### src/rtl/dac_playback_ctrl_pkg.sv
// Shared encodings and default sizes for the DAC playback controller.
package dac_playback_ctrl_pkg;

    localparam int DATA_W_DEF     = 10;
    localparam int FIFO_AW_DEF    = 4;
    localparam int DIV_W_DEF      = 16;
    localparam int SETTLE_CYC_DEF = 64;

    typedef enum logic [1:0] {
        ST_OFF  = 2'd0,
        ST_WAKE = 2'd1,
        ST_RUN  = 2'd2,
        ST_STOP = 2'd3
    } state_e;

endpackage

### src/rtl/dac_playback_ctrl_if.sv
// Register-side and DAC-pin signal bundle of the playback controller.
// master = register/IPIF side, slave = the controller itself.
interface dac_playback_ctrl_if #(
    parameter int DATA_W  = dac_playback_ctrl_pkg::DATA_W_DEF,
    parameter int FIFO_AW = dac_playback_ctrl_pkg::FIFO_AW_DEF,
    parameter int DIV_W   = dac_playback_ctrl_pkg::DIV_W_DEF
);
    logic                Cfg_Enable;
    logic                Cfg_IQ_Mode;
    logic [DIV_W-1:0]    Cfg_Divider;
    logic                Smp_Wr;
    logic [2*DATA_W-1:0] Smp_Data;
    logic                Smp_Full;
    logic [FIFO_AW:0]    Smp_Level;
    logic                Sts_Clr;
    logic [1:0]          Sts_State;
    logic                Sts_Underrun;
    logic                Sts_Overflow;
    logic [DATA_W-1:0]   IP2DAC_Data;
    logic                IP2DAC_DCLKIO;
    logic                IP2DAC_PWRDN;
    logic                IP2DAC_OpEnI;
    logic                IP2DAC_OpEnQ;

    modport master (
        output Cfg_Enable, Cfg_IQ_Mode, Cfg_Divider, Smp_Wr, Smp_Data, Sts_Clr,
        input  Smp_Full, Smp_Level, Sts_State, Sts_Underrun, Sts_Overflow,
        input  IP2DAC_Data, IP2DAC_DCLKIO, IP2DAC_PWRDN, IP2DAC_OpEnI, IP2DAC_OpEnQ
    );

    modport slave (
        input  Cfg_Enable, Cfg_IQ_Mode, Cfg_Divider, Smp_Wr, Smp_Data, Sts_Clr,
        output Smp_Full, Smp_Level, Sts_State, Sts_Underrun, Sts_Overflow,
        output IP2DAC_Data, IP2DAC_DCLKIO, IP2DAC_PWRDN, IP2DAC_OpEnI, IP2DAC_OpEnQ
    );
endinterface

### src/rtl/dac_playback_ctrl_fifo.sv
// Generic synchronous FIFO with show-ahead read data; full is registered.
// Writes while full are dropped; pops while empty are ignored.
module dac_playback_ctrl_fifo #(
    parameter int W  = 20,
    parameter int AW = 4
) (
    input  logic         clk,
    input  logic         rst,
    input  logic         wr_vld,
    input  logic [W-1:0] wr_dat,
    output logic         full,
    input  logic         rd_rdy,
    output logic [W-1:0] rd_dat,
    output logic         empty,
    output logic [AW:0]  level
);
    localparam int            DEPTH    = 1 << AW;
    localparam logic [AW:0]   LVL_FULL = (AW+1)'(DEPTH);

    logic [W-1:0]  mem [DEPTH];
    logic [AW-1:0] wr_ptr, rd_ptr;
    logic [AW:0]   lvl_d;
    logic          push, pop;

    assign push   = wr_vld && !full;
    assign pop    = rd_rdy && !empty;
    assign empty  = (level == '0);
    assign rd_dat = mem[rd_ptr];

    always_comb begin
        lvl_d = level;
        if (push && !pop)
            lvl_d = level + (AW+1)'(1);
        else if (pop && !push)
            lvl_d = level - (AW+1)'(1);
    end

    always_ff @(posedge clk) begin
        if (push)
            mem[wr_ptr] <= wr_dat;
    end

    always_ff @(posedge clk) begin
        if (rst) begin
            wr_ptr <= '0;
            rd_ptr <= '0;
            level  <= '0;
            full   <= 1'b0;
        end else begin
            if (push)
                wr_ptr <= wr_ptr + AW'(1);
            if (pop)
                rd_ptr <= rd_ptr + AW'(1);
            level <= lvl_d;
            full  <= (lvl_d == LVL_FULL);
        end
    end
endmodule

### src/rtl/dac_playback_ctrl.sv
// DAC sequencer: power-up/settle, paced I/Q slot playback from a local FIFO.
// Popped sample appears on the DAC bus one clock after the pop; underrun repeats the last sample.
module dac_playback_ctrl
    import dac_playback_ctrl_pkg::*;
#(
    parameter int DATA_W     = DATA_W_DEF,
    parameter int FIFO_AW    = FIFO_AW_DEF,
    parameter int DIV_W      = DIV_W_DEF,
    parameter int SETTLE_CYC = SETTLE_CYC_DEF
) (
    input  logic               Bus2IP_Clk,
    input  logic               Bus2IP_Reset,
    dac_playback_ctrl_if.slave bus
);
    localparam int SET_W = $clog2(SETTLE_CYC + 1);

    state_e              state, state_d;
    logic [SET_W-1:0]    settle_cnt;
    logic [DIV_W-1:0]    slot_cnt, div_lat;
    logic                primed, iq_lat;
    logic [DATA_W-1:0]   cur_i, cur_q;
    logic                start_i, start_q, slot_end, pop;
    logic                fifo_empty, fifo_full;
    logic [2*DATA_W-1:0] fifo_rdat;
    logic                underrun_r, overflow_r;
    logic [DATA_W-1:0]   data_r, data_d;
    logic                dclk_r, dclk_d, pwrdn_r, pwrdn_d;
    logic                open_i_r, open_i_d, open_q_r, open_q_d;

    dac_playback_ctrl_fifo #(.W(2*DATA_W), .AW(FIFO_AW)) u_fifo (
        .clk    (Bus2IP_Clk),
        .rst    (Bus2IP_Reset),
        .wr_vld (bus.Smp_Wr),
        .wr_dat (bus.Smp_Data),
        .full   (fifo_full),
        .rd_rdy (pop),
        .rd_dat (fifo_rdat),
        .empty  (fifo_empty),
        .level  (bus.Smp_Level)
    );

    assign slot_end = (slot_cnt == div_lat);
    assign pop      = start_i && !fifo_empty;

    // primed is clear only in the first RUN clock, which issues the first pop.
    always_comb begin
        state_d = state;
        start_i = 1'b0;
        start_q = 1'b0;
        case (state)
            ST_OFF: if (bus.Cfg_Enable) state_d = ST_WAKE;
            ST_WAKE: begin
                if (!bus.Cfg_Enable)
                    state_d = ST_OFF;
                else if (settle_cnt == SET_W'(SETTLE_CYC - 1))
                    state_d = ST_RUN;
            end
            ST_RUN: begin
                if (!primed)
                    start_i = 1'b1;
                else if (slot_end) begin
                    start_q = dclk_r;
                    start_i = !dclk_r;
                end
                if (!bus.Cfg_Enable)
                    state_d = ST_STOP;
            end
            default: begin
                if (slot_end) begin
                    start_q = dclk_r;
                    if (!dclk_r)
                        state_d = ST_OFF;
                end
            end
        endcase
    end

    always_comb begin
        pwrdn_d  = pwrdn_r;
        open_i_d = open_i_r;
        open_q_d = open_q_r;
        dclk_d   = dclk_r;
        data_d   = data_r;
        if (state == ST_OFF && state_d == ST_WAKE) begin
            pwrdn_d  = 1'b0;
            open_i_d = 1'b1;
            open_q_d = bus.Cfg_IQ_Mode;
        end
        if (state != ST_OFF && state_d == ST_OFF) begin
            pwrdn_d  = 1'b1;
            open_i_d = 1'b0;
            open_q_d = 1'b0;
            dclk_d   = 1'b0;
        end
        if (start_i) begin
            dclk_d = 1'b1;
            data_d = fifo_empty ? cur_i : fifo_rdat[2*DATA_W-1:DATA_W];
        end else if (start_q) begin
            dclk_d = 1'b0;
            data_d = iq_lat ? cur_q : cur_i;
        end
    end

    always_ff @(posedge Bus2IP_Clk) begin
        if (Bus2IP_Reset) begin
            state      <= ST_OFF;
            settle_cnt <= '0;
            slot_cnt   <= '0;
            div_lat    <= '0;
            primed     <= 1'b0;
            iq_lat     <= 1'b0;
            cur_i      <= '0;
            cur_q      <= '0;
            underrun_r <= 1'b0;
            overflow_r <= 1'b0;
            data_r     <= '0;
            dclk_r     <= 1'b0;
            pwrdn_r    <= 1'b1;
            open_i_r   <= 1'b0;
            open_q_r   <= 1'b0;
        end else begin
            state      <= state_d;
            settle_cnt <= (state == ST_WAKE) ? settle_cnt + SET_W'(1) : '0;
            if (start_i || start_q) begin
                slot_cnt <= '0;
                div_lat  <= bus.Cfg_Divider;
            end else begin
                slot_cnt <= slot_cnt + DIV_W'(1);
            end
            primed <= (state_d == ST_RUN || state_d == ST_STOP) && (primed || start_i);
            if (state == ST_OFF && state_d == ST_WAKE)
                iq_lat <= bus.Cfg_IQ_Mode;
            if (pop)
                {cur_i, cur_q} <= fifo_rdat;
            underrun_r <= (start_i && fifo_empty) || (underrun_r && !bus.Sts_Clr);
            overflow_r <= (bus.Smp_Wr && fifo_full) || (overflow_r && !bus.Sts_Clr);
            data_r     <= data_d;
            dclk_r     <= dclk_d;
            pwrdn_r    <= pwrdn_d;
            open_i_r   <= open_i_d;
            open_q_r   <= open_q_d;
        end
    end

    assign bus.Smp_Full      = fifo_full;
    assign bus.Sts_State     = state;
    assign bus.Sts_Underrun  = underrun_r;
    assign bus.Sts_Overflow  = overflow_r;
    assign bus.IP2DAC_Data   = data_r;
    assign bus.IP2DAC_DCLKIO = dclk_r;
    assign bus.IP2DAC_PWRDN  = pwrdn_r;
    assign bus.IP2DAC_OpEnI  = open_i_r;
    assign bus.IP2DAC_OpEnQ  = open_q_r;
endmodule

### src/flat_wrapper.sv
// flat-port wrapper written by rule: the top's interface ports become plain ports
module dac_playback_ctrl_flat import dac_playback_ctrl_pkg::*;
#(
    parameter int DATA_W     = DATA_W_DEF,
    parameter int FIFO_AW    = FIFO_AW_DEF,
    parameter int DIV_W      = DIV_W_DEF,
    parameter int SETTLE_CYC = SETTLE_CYC_DEF
)
  (Bus2IP_Clk, Bus2IP_Reset, bus_Cfg_Enable, bus_Cfg_IQ_Mode, bus_Cfg_Divider, bus_Smp_Wr, bus_Smp_Data, bus_Sts_Clr, bus_Smp_Full, bus_Smp_Level, bus_Sts_State, bus_Sts_Underrun, bus_Sts_Overflow, bus_IP2DAC_Data, bus_IP2DAC_DCLKIO, bus_IP2DAC_PWRDN, bus_IP2DAC_OpEnI, bus_IP2DAC_OpEnQ);
  dac_playback_ctrl_if #(.DATA_W(DATA_W), .FIFO_AW(FIFO_AW), .DIV_W(DIV_W)) bus_i ();
  input  logic Bus2IP_Clk;
  input  logic Bus2IP_Reset;
  input wire logic [$bits(bus_i.Cfg_Enable)-1:0] bus_Cfg_Enable;
  input wire logic [$bits(bus_i.Cfg_IQ_Mode)-1:0] bus_Cfg_IQ_Mode;
  input wire logic [$bits(bus_i.Cfg_Divider)-1:0] bus_Cfg_Divider;
  input wire logic [$bits(bus_i.Smp_Wr)-1:0] bus_Smp_Wr;
  input wire logic [$bits(bus_i.Smp_Data)-1:0] bus_Smp_Data;
  input wire logic [$bits(bus_i.Sts_Clr)-1:0] bus_Sts_Clr;
  output wire logic [$bits(bus_i.Smp_Full)-1:0] bus_Smp_Full;
  output wire logic [$bits(bus_i.Smp_Level)-1:0] bus_Smp_Level;
  output wire logic [$bits(bus_i.Sts_State)-1:0] bus_Sts_State;
  output wire logic [$bits(bus_i.Sts_Underrun)-1:0] bus_Sts_Underrun;
  output wire logic [$bits(bus_i.Sts_Overflow)-1:0] bus_Sts_Overflow;
  output wire logic [$bits(bus_i.IP2DAC_Data)-1:0] bus_IP2DAC_Data;
  output wire logic [$bits(bus_i.IP2DAC_DCLKIO)-1:0] bus_IP2DAC_DCLKIO;
  output wire logic [$bits(bus_i.IP2DAC_PWRDN)-1:0] bus_IP2DAC_PWRDN;
  output wire logic [$bits(bus_i.IP2DAC_OpEnI)-1:0] bus_IP2DAC_OpEnI;
  output wire logic [$bits(bus_i.IP2DAC_OpEnQ)-1:0] bus_IP2DAC_OpEnQ;
  assign bus_i.Cfg_Enable = bus_Cfg_Enable;
  assign bus_i.Cfg_IQ_Mode = bus_Cfg_IQ_Mode;
  assign bus_i.Cfg_Divider = bus_Cfg_Divider;
  assign bus_i.Smp_Wr = bus_Smp_Wr;
  assign bus_i.Smp_Data = bus_Smp_Data;
  assign bus_i.Sts_Clr = bus_Sts_Clr;
  assign bus_Smp_Full = bus_i.Smp_Full;
  assign bus_Smp_Level = bus_i.Smp_Level;
  assign bus_Sts_State = bus_i.Sts_State;
  assign bus_Sts_Underrun = bus_i.Sts_Underrun;
  assign bus_Sts_Overflow = bus_i.Sts_Overflow;
  assign bus_IP2DAC_Data = bus_i.IP2DAC_Data;
  assign bus_IP2DAC_DCLKIO = bus_i.IP2DAC_DCLKIO;
  assign bus_IP2DAC_PWRDN = bus_i.IP2DAC_PWRDN;
  assign bus_IP2DAC_OpEnI = bus_i.IP2DAC_OpEnI;
  assign bus_IP2DAC_OpEnQ = bus_i.IP2DAC_OpEnQ;
  dac_playback_ctrl #(.DATA_W(DATA_W), .FIFO_AW(FIFO_AW), .DIV_W(DIV_W), .SETTLE_CYC(SETTLE_CYC)) u_core (.Bus2IP_Clk(Bus2IP_Clk), .Bus2IP_Reset(Bus2IP_Reset), .bus(bus_i));
endmodule
### config.mk
export PLATFORM = sky130hd
export DESIGN_NAME = dac_playback_ctrl_flat
export DESIGN_NICKNAME = d
export VERILOG_FILES = /design/src/rtl/dac_playback_ctrl_pkg.sv /design/src/rtl/dac_playback_ctrl_if.sv /design/src/rtl/dac_playback_ctrl_fifo.sv /design/src/rtl/dac_playback_ctrl.sv /design/src/flat_wrapper.sv
export SDC_FILE = /design/constraint.sdc
export NUM_CORES = 1
export LEC_CHECK = 0
export CAP_MARGIN = 20
export CORE_MARGIN = 5
export CORE_UTILIZATION = 40
export DETAILED_ROUTE_END_ITERATION = 6
export GPL_TIMING_DRIVEN = 0
export PLACE_DENSITY = 0.65
export SYNTH_ARGS = -nofsm -noshare
export SYNTH_HDL_FRONTEND = slang
export SYNTH_HIERARCHICAL = 1
export SYNTH_SLANG_ARGS = --single-unit
### constraint.sdc
create_clock -name Bus2IP_Clk -period 3.52 [get_ports Bus2IP_Clk]
set_input_delay 0.704 -clock Bus2IP_Clk [delete_from_list [all_inputs] [get_ports Bus2IP_Clk]]
set_output_delay 0.704 -clock Bus2IP_Clk [all_outputs]
set_load 0.03 [all_outputs]
==> metrics.cfg, run 1 <==
[global_route]
antenna_found_initial=1
grt_pass1_vias=9176
grt_pass1_wl_mm=56.91
gr-total-overflow=0
track_usage=0.1654
grt_max_degree=17

[timing]
max-slew-margin-rel=0.3938
grt_setup_unrepaired=no
fin_crit_sh=0.9486
fmaxAchievable_ghz=0.2995
tightest_slew_ns=0.9093
fin_ws_ns=0.1809
report.final.slew_viol_count=0
fin_skew_ns=0.02670
setup_tns_ns=0
hold_viol=0
final.min_clock_period_ns=3.339
setup_viol=0

[synthesis]
yosys.area_share.adder=0.007422
synth-xor-area-share=0.02280
synth_mux_area_frac=0.1533
yosys_warnings=6
ys.flop_type=edfxtp_1
async_reset_ff_frac=0
ys_ff_latch=417
synthCells=940
syn_avg_cell_area_um2=17.58
synth-edff-count=320
synth_top_family_by_area=multiplexers
synthSimpleGateAreaFrac=0.05816
synth_cell_types=48
synth_fp_nets=991
syn_area_mm2=0.01652
synth_compound_area_frac=0.04082
seq_area_frac_synth=0.6992

[routing]
wirelength_mm=37.44
wl_met2_mm=18.18
dr.first_iter.drc_count=726
via_per_inst=5.447
remaining_drc_errors=0
top_layer=met4
wl_met1_mm=16.24
first_pass_iters=4
via_count=8917
post_drt_wl_per_cell_um=22.87
dr_wl_met3_mm=2.406
ant_nets=0

[hold_path]
hold_start=u_core/settle_cnt[0]
holdPathEnd=u_core/settle_cnt[0]
hold_path.class=reg -> reg
holdPathStages=1

[worst_setup_path]
worstRegToRegCells=8
critPathCaptureType=flip-flop
reg2reg_slack_ns=0.18
rr_endpoint=u_core/bus.IP2DAC_Data[2]
critPathSlowestCell=clkbuf_1
cp_max_fo=10
required_ns=3.95
crit_path_start_kind=flip-flop
path_cells=clkbuf_1, clkbuf_1, mux4_2, mux4_2, nor4b_1, a21oi_1, o2111ai_1, o211a_1
worstPathArrival_ns=3.77
critPathMaxStageDelay_ns=0.70
crit_type=reg -> reg

[cts]
cts_tree=done
ctsHtreeMaxLevel=2
numCtsBuffers=42
cts_root_buf=clkbuf_16
cts_setup_buffers=0
clockBufferDepth=3
numClockSinks=417
clk_latency_ns=0.56
clkTransAtPathRegs_ns=0.06

[pwr]
intPower_w=0.008011
p_leak_nw=6.357
p_sw_w=0.002109
ir_drop_v=0.0003491
p_per_area_mw_per_mm2=514.0
seq_power_share=0.530
p_comb_frac=0.036
swShare=0.2084
clkPwrFrac=0.434

[floorplan]
initial_core_util=0.4046
chipHeight_um=213.2
dieWidth_um=213.2
die_area_mm2=0.04547
ios=66
rows=74
core_mm2=0.04083

[layout]
areaGrowthSynthToFinish_pct=19.17
final_common_cell=edfxtp_1
layout_common_cells=edfxtp_1 (320), mux4_2 (100), dfxtp_1 (97)
fin_nets=1122
drive_gt1_frac=0.1984

[place]
io_buffers=65
hpwlAfterDp_mm=25.51
gp_congestion=0.8454
dp_slack_ns=0.1128

[job]
max_cap_viol_count=0

[run_status]
outcome=finished clean

## worst max-delay path, delay by kind of cell, from the launching register on
family	cells	cell delay (ns)
AO/OA/AOI/OAI	3	0.75
buffers and inverters	2	1.02
flip-flops	1	0.31
multiplexers	2	0.95
AND/OR/NAND/NOR	1	0.18
## cell usage after synthesis, drive strengths merged, types with 2 or more instances
master	number	share of area
a21oi	33	0.010
a311oi	2	0.0011
a31oi	2	0.00076
and2	19	0.0073
and3	8	0.0030
and4	2	0.0011
buf	20	0.0074
clkbuf	35	0.0080
dfxtp	97	0.12
edfxtp	320	0.58
ha	9	0.0068
inv	13	0.0030
mux2i	28	0.017
mux4	100	0.14
nand2	25	0.0057
nand2b	3	0.0011
nand3	11	0.0033
nand4	7	0.0030
nor2	66	0.015
nor3	3	0.00091
nor3b	2	0.00091
nor4	5	0.0034
nor4b	20	0.011
o2111ai	10	0.0053
o211a	10	0.0061
o211ai	20	0.0091
o21a	4	0.0018
o21ai	11	0.0036
or3	3	0.0011
xnor2	15	0.0080
xor2	28	0.015
## worst max-delay path by stage
stage / from / to / cells past startpoint / slack (ns)
final: flip-flop / u_core/bus.IP2DAC_Data[2] / 8 / 0.18
after global routing: flip-flop / u_core/bus.IP2DAC_Data[5] / 8 / 0.06
after CTS: flip-flop / u_core/bus.IP2DAC_Data[2] / 8 / 0.09
after detailed placement: flip-flop / u_core/bus.IP2DAC_Data[2] / 8 / 0.11
after global placement: bus_Smp_Wr / u_core/u_fifo/mem[4][15] / 6 / -0.15
after floorplan: u_core/u_fifo/level[0] / u_core/u_fifo/full / 11 / 0.60
## power by group through the flow
stage / combinational, W / sequential, W / clock (W)
floorplan: 0.000163 / 0.00548 / 0
global placement: 0.000340 / 0.00547 / 0
detailed placement: 0.000364 / 0.00547 / 0
CTS: 0.000366 / 0.00537 / 0.00448
global route: 0.000395 / 0.00537 / 0.00471
finish: 0.000365 / 0.00537 / 0.00439
## area by class of cell
class                      instances  area, um^2
antenna                            1       2.502
buffer                            55       255.2
clock buffer                      50        1124
clock inverter                    27       259.0
fill                            3350       21140
inverter                          13       48.80
multi-input combinational        455        4667
sequential                       417       11550
tap                              532       665.6
timing repair buffer              87        1115
## per-layer routing
metal,GRT usage,vias to the layer above
met5,0,-
met4,0.03311,0
met2,0.2707,271
met1,0.2318,4602
met3,0.03629,48
li1,-,3996
## sequential cells by signal (all words and copies together), names as in the netlist, named ones only
| name | count |
|---|---|
| u_core/bus.IP2DAC_DCLKIO | 1 |
| u_core/bus.IP2DAC_Data | 10 |
| u_core/bus.IP2DAC_OpEnI | 1 |
| u_core/bus.IP2DAC_OpEnQ | 1 |
| u_core/bus.IP2DAC_PWRDN | 1 |
| u_core/bus.Sts_Overflow | 1 |
| u_core/bus.Sts_State | 2 |
| u_core/bus.Sts_Underrun | 1 |
| u_core/cur_i | 10 |
| u_core/cur_q | 10 |
| u_core/div_lat | 16 |
| u_core/iq_lat | 1 |
| u_core/primed | 1 |
| u_core/settle_cnt | 7 |
| u_core/slot_cnt | 16 |
| u_core/u_fifo/full | 1 |
| u_core/u_fifo/level | 5 |
| u_core/u_fifo/mem | 320 |
| u_core/u_fifo/rd_ptr | 4 |
| u_core/u_fifo/wr_ptr | 4 |
## what timing repair did
| item | in CTS | in global routing |
|---|---|---|
| hold buffers | 0 | 0 |
| setup endpoints to repair | 0 | 3 |
| resized for setup | 0 | 3 |
## stage by stage
step,hold WS (ns),utilization,std cells,instance area (um^2),total power (W)
floorplan,0.4176,-,940,16520,0.005638
global placement,0.4272,0.4368,1537,17840,0.005809
detailed placement,0.4354,0.4476,1557,18280,0.005835
CTS,0.4495,0.4814,1634,19660,0.01022
global route,0.4953,0.4821,1636,19690,0.01048
finish,0.4486,0.4822,1637,19690,0.01012
## cells by family after synthesis
group | after synthesis
AO/OA/AOI/OAI | 97
XOR/XNOR | 43
adder cells (fa/ha/maj) | 10
buffers and inverters | 68
flip-flops | 417
multiplexers | 128
AND/OR/NAND/NOR | 177
No activity file was read; power rests on OpenSTA's default activity.
==> run 2: changes to the inputs <==
Settings changed: PLACE_DENSITY 0.65 to 0.67.
Clock period 3.52 ns to 2.7 ns, I/O delays scaled along.
==> run 2 against run 1 <==
Effect of this change:
- fmax rose by 25%
- non-clock buffer count rose by 10
- sequential cell count did not move
- die area did not move
- power rose by 27%
- combinational power rose by 33%
- critical path type unchanged
- largest cell class unchanged
- largest power group unchanged
- highest routed layer is now met5
==> metrics.cfg, run 2 (synthesized netlist as in run 1, its figures left out) <==
[run_status]
outcome=finished clean

[routing]
ant_nets=0  ; unchanged
post_drt_wl_per_cell_um=22.12  ; -3.3%
first_pass_iters=4  ; unchanged
dr.first_iter.drc_count=682  ; -6.1%
via_per_inst=5.431  ; -0.30%
wirelength_mm=36.31  ; -3.0%
remaining_drc_errors=0  ; unchanged
via_count=8912  ; -0.056%

[place]
io_buffers=65  ; unchanged
placed_cell_area_mm2=0.01820  ; -0.39%
gp_congestion=0.8390  ; -0.76%
hpwlAfterDp_mm=24.75  ; -3.0%
dp_slack_ns=-0.7129  ; -0.8258 ns

[layout]
areaGrowthSynthToFinish_pct=19.90
reg_top3=u_core/u_fifo/mem: 320 flops, u_core/div_lat: 16 flops, u_core/slot_cnt: 16 flops
stdcell_area_mm2=0.01981  ; +0.62%
largest_reg_flops=320  ; unchanged
layout_common_cells=edfxtp_1 (320), mux4_2 (100), dfxtp_1 (93)
antenna-diode-count=0  ; -1
drive_gt1_frac=0.2245  ; +0.02616
final_common_cell=edfxtp_1
top_register=u_core/u_fifo/mem
fin_nets=1133  ; +0.98%

[floorplan]
chipHeight_um=213.2  ; unchanged
die_area_mm2=0.04547  ; unchanged
ios=66  ; unchanged
rows=74  ; unchanged
dieWidth_um=213.2  ; unchanged
initial_core_util=0.4046  ; unchanged
core_mm2=0.04083  ; unchanged

[timing]
setup_viol=0  ; unchanged
setup_tns_ns=0  ; unchanged
fin_ws_ns=0.02747  ; -0.1534 ns
report.final.slew_viol_count=0  ; unchanged
hold_viol=0  ; unchanged
fmaxAchievable_ghz=0.3742  ; +25%
max-slew-margin-rel=0.4966  ; +0.1028
fin_crit_sh=0.9898  ; +0.04122
grt_setup_unrepaired=yes
final.min_clock_period_ns=2.673  ; -0.6666 ns
tightest_slew_ns=0.7550  ; -0.1543 ns
fin_skew_ns=0.01045  ; -0.01625 ns

[cts]
numCtsBuffers=43  ; +2.4%
clk_latency_ns=0.53  ; -0.03 ns
ctsHtreeMaxLevel=2  ; unchanged
clkTransAtPathRegs_ns=0.06  ; about the same
clockBufferDepth=3  ; unchanged
cts_tree=done
numClockSinks=417  ; unchanged
cts_root_buf=clkbuf_16

[worst_setup_path]
worstPathArrival_ns=3.10  ; -0.67 ns
crit_path_start_kind=flip-flop
required_ns=3.13  ; -0.82 ns
critPathCaptureType=flip-flop
crit_type=reg -> reg
cp_max_fo=10  ; unchanged

[global_route]
met2_usage=0.2697  ; -0.001095
use_met3=0.03379  ; -0.002498
grt_pass1_wl_mm=54.54  ; -4.2%
gr-total-overflow=0  ; unchanged
grt_most_used_layer=met2
antenna_found_initial=1  ; unchanged
met1_usage=0.2083  ; -0.02351
track_usage=0.1577  ; -0.007693
grt_pass1_vias=9082  ; -1.0%
grt_max_degree=17  ; unchanged

[hold_path]
hold_path.class=reg -> reg

[pwr]
ir_drop_v=0.0004188  ; +20%
p_per_area_mw_per_mm2=646.4  ; +26%
p_leak_nw=6.386  ; +0.46%

[job]
max_cap_viol_count=0  ; unchanged

run 2: cell types whose count changed in the layout (fill, tap and decap cells not counted), sizes merged:
cell	before	now
buf	42	54
clkinv	23	13
bufinv	3	0
clkinvlp	1	4
inv	13	15
clkbuf	85	86
diode	1	0
run 2: repair_timing:
action,4_1_cts,5_1_grt
endpoints found under the setup margin,56,82
pin swaps,6,8
cloned,0,2
hold buffers,0,0
resized for setup,39,28
setup buffers,7,8
run 2: worst max-delay path, cell delays in order, from the launching register on:
cell	delay, ns
dfxtp_4	0.36
buf_12	0.13
buf_12	0.16
mux4_2	0.54
mux4_2	0.53
nor4b_1	0.17
a21oi_1	0.29
o2111ai_1	0.22
o211a_1	0.17
run 2: report_power, final:
| part | total (W) | leakage [nW] | internal, W | switching (W) |
|---|---|---|---|---|
| Clock | 0.00533 | 0.602 | 0.00300 | 0.00233 |
| Sequential | 0.00700 | 3.68 | 0.00697 | 0.0000300 |
| Combinational | 0.000484 | 2.11 | 0.000193 | 0.000291 |
run 2: area by class of cell:
type                       count  area (um^2)
timing repair buffer          99         1196
tap                          532        665.6
multi-input combinational    455         4722
buffer                        53        357.8
fill                        3329        21020
clock inverter                19        108.9
inverter                      13        51.30
sequential                   417        11560
clock buffer                  53         1144
run 2: stage by stage:
step | cells | power [W] | util | hold WS, ns
2_1_floorplan | 940 | 0.007351 | - | 0.4176
3_5_place_dp | 1554 | 0.007601 | 0.4458 | 0.4385
5_1_grt | 1641 | 0.01328 | 0.4851 | 0.4895
3_3_place_gp | 1537 | 0.007567 | 0.4371 | 0.4274
6_report | 1641 | 0.01281 | 0.4851 | 0.4524
4_1_cts | 1631 | 0.01292 | 0.4799 | 0.4554
run 2: layer usage:
layer  routed length [um]  up-vias
met5                   13        -
met3                 2304       60
met2                18060      241
met4                  761        2
li1                     -     4020
met1                15170     4589
run 2: worst paths after layout:
| check | startpoint | slack (ns) | cells past startpoint | endpoint |
|---|---|---|---|---|
| setup reg to reg | flip-flop | 0.03 | 8 | u_core/bus.IP2DAC_Data[7] |
| hold reg to reg | u_core/settle_cnt[0] | 0.45 | 1 | u_core/settle_cnt[0] |
| setup / recovery | flip-flop | 0.03 | 8 | u_core/bus.IP2DAC_Data[7] |
| hold / removal | u_core/settle_cnt[0] | 0.45 | 1 | u_core/settle_cnt[0] |
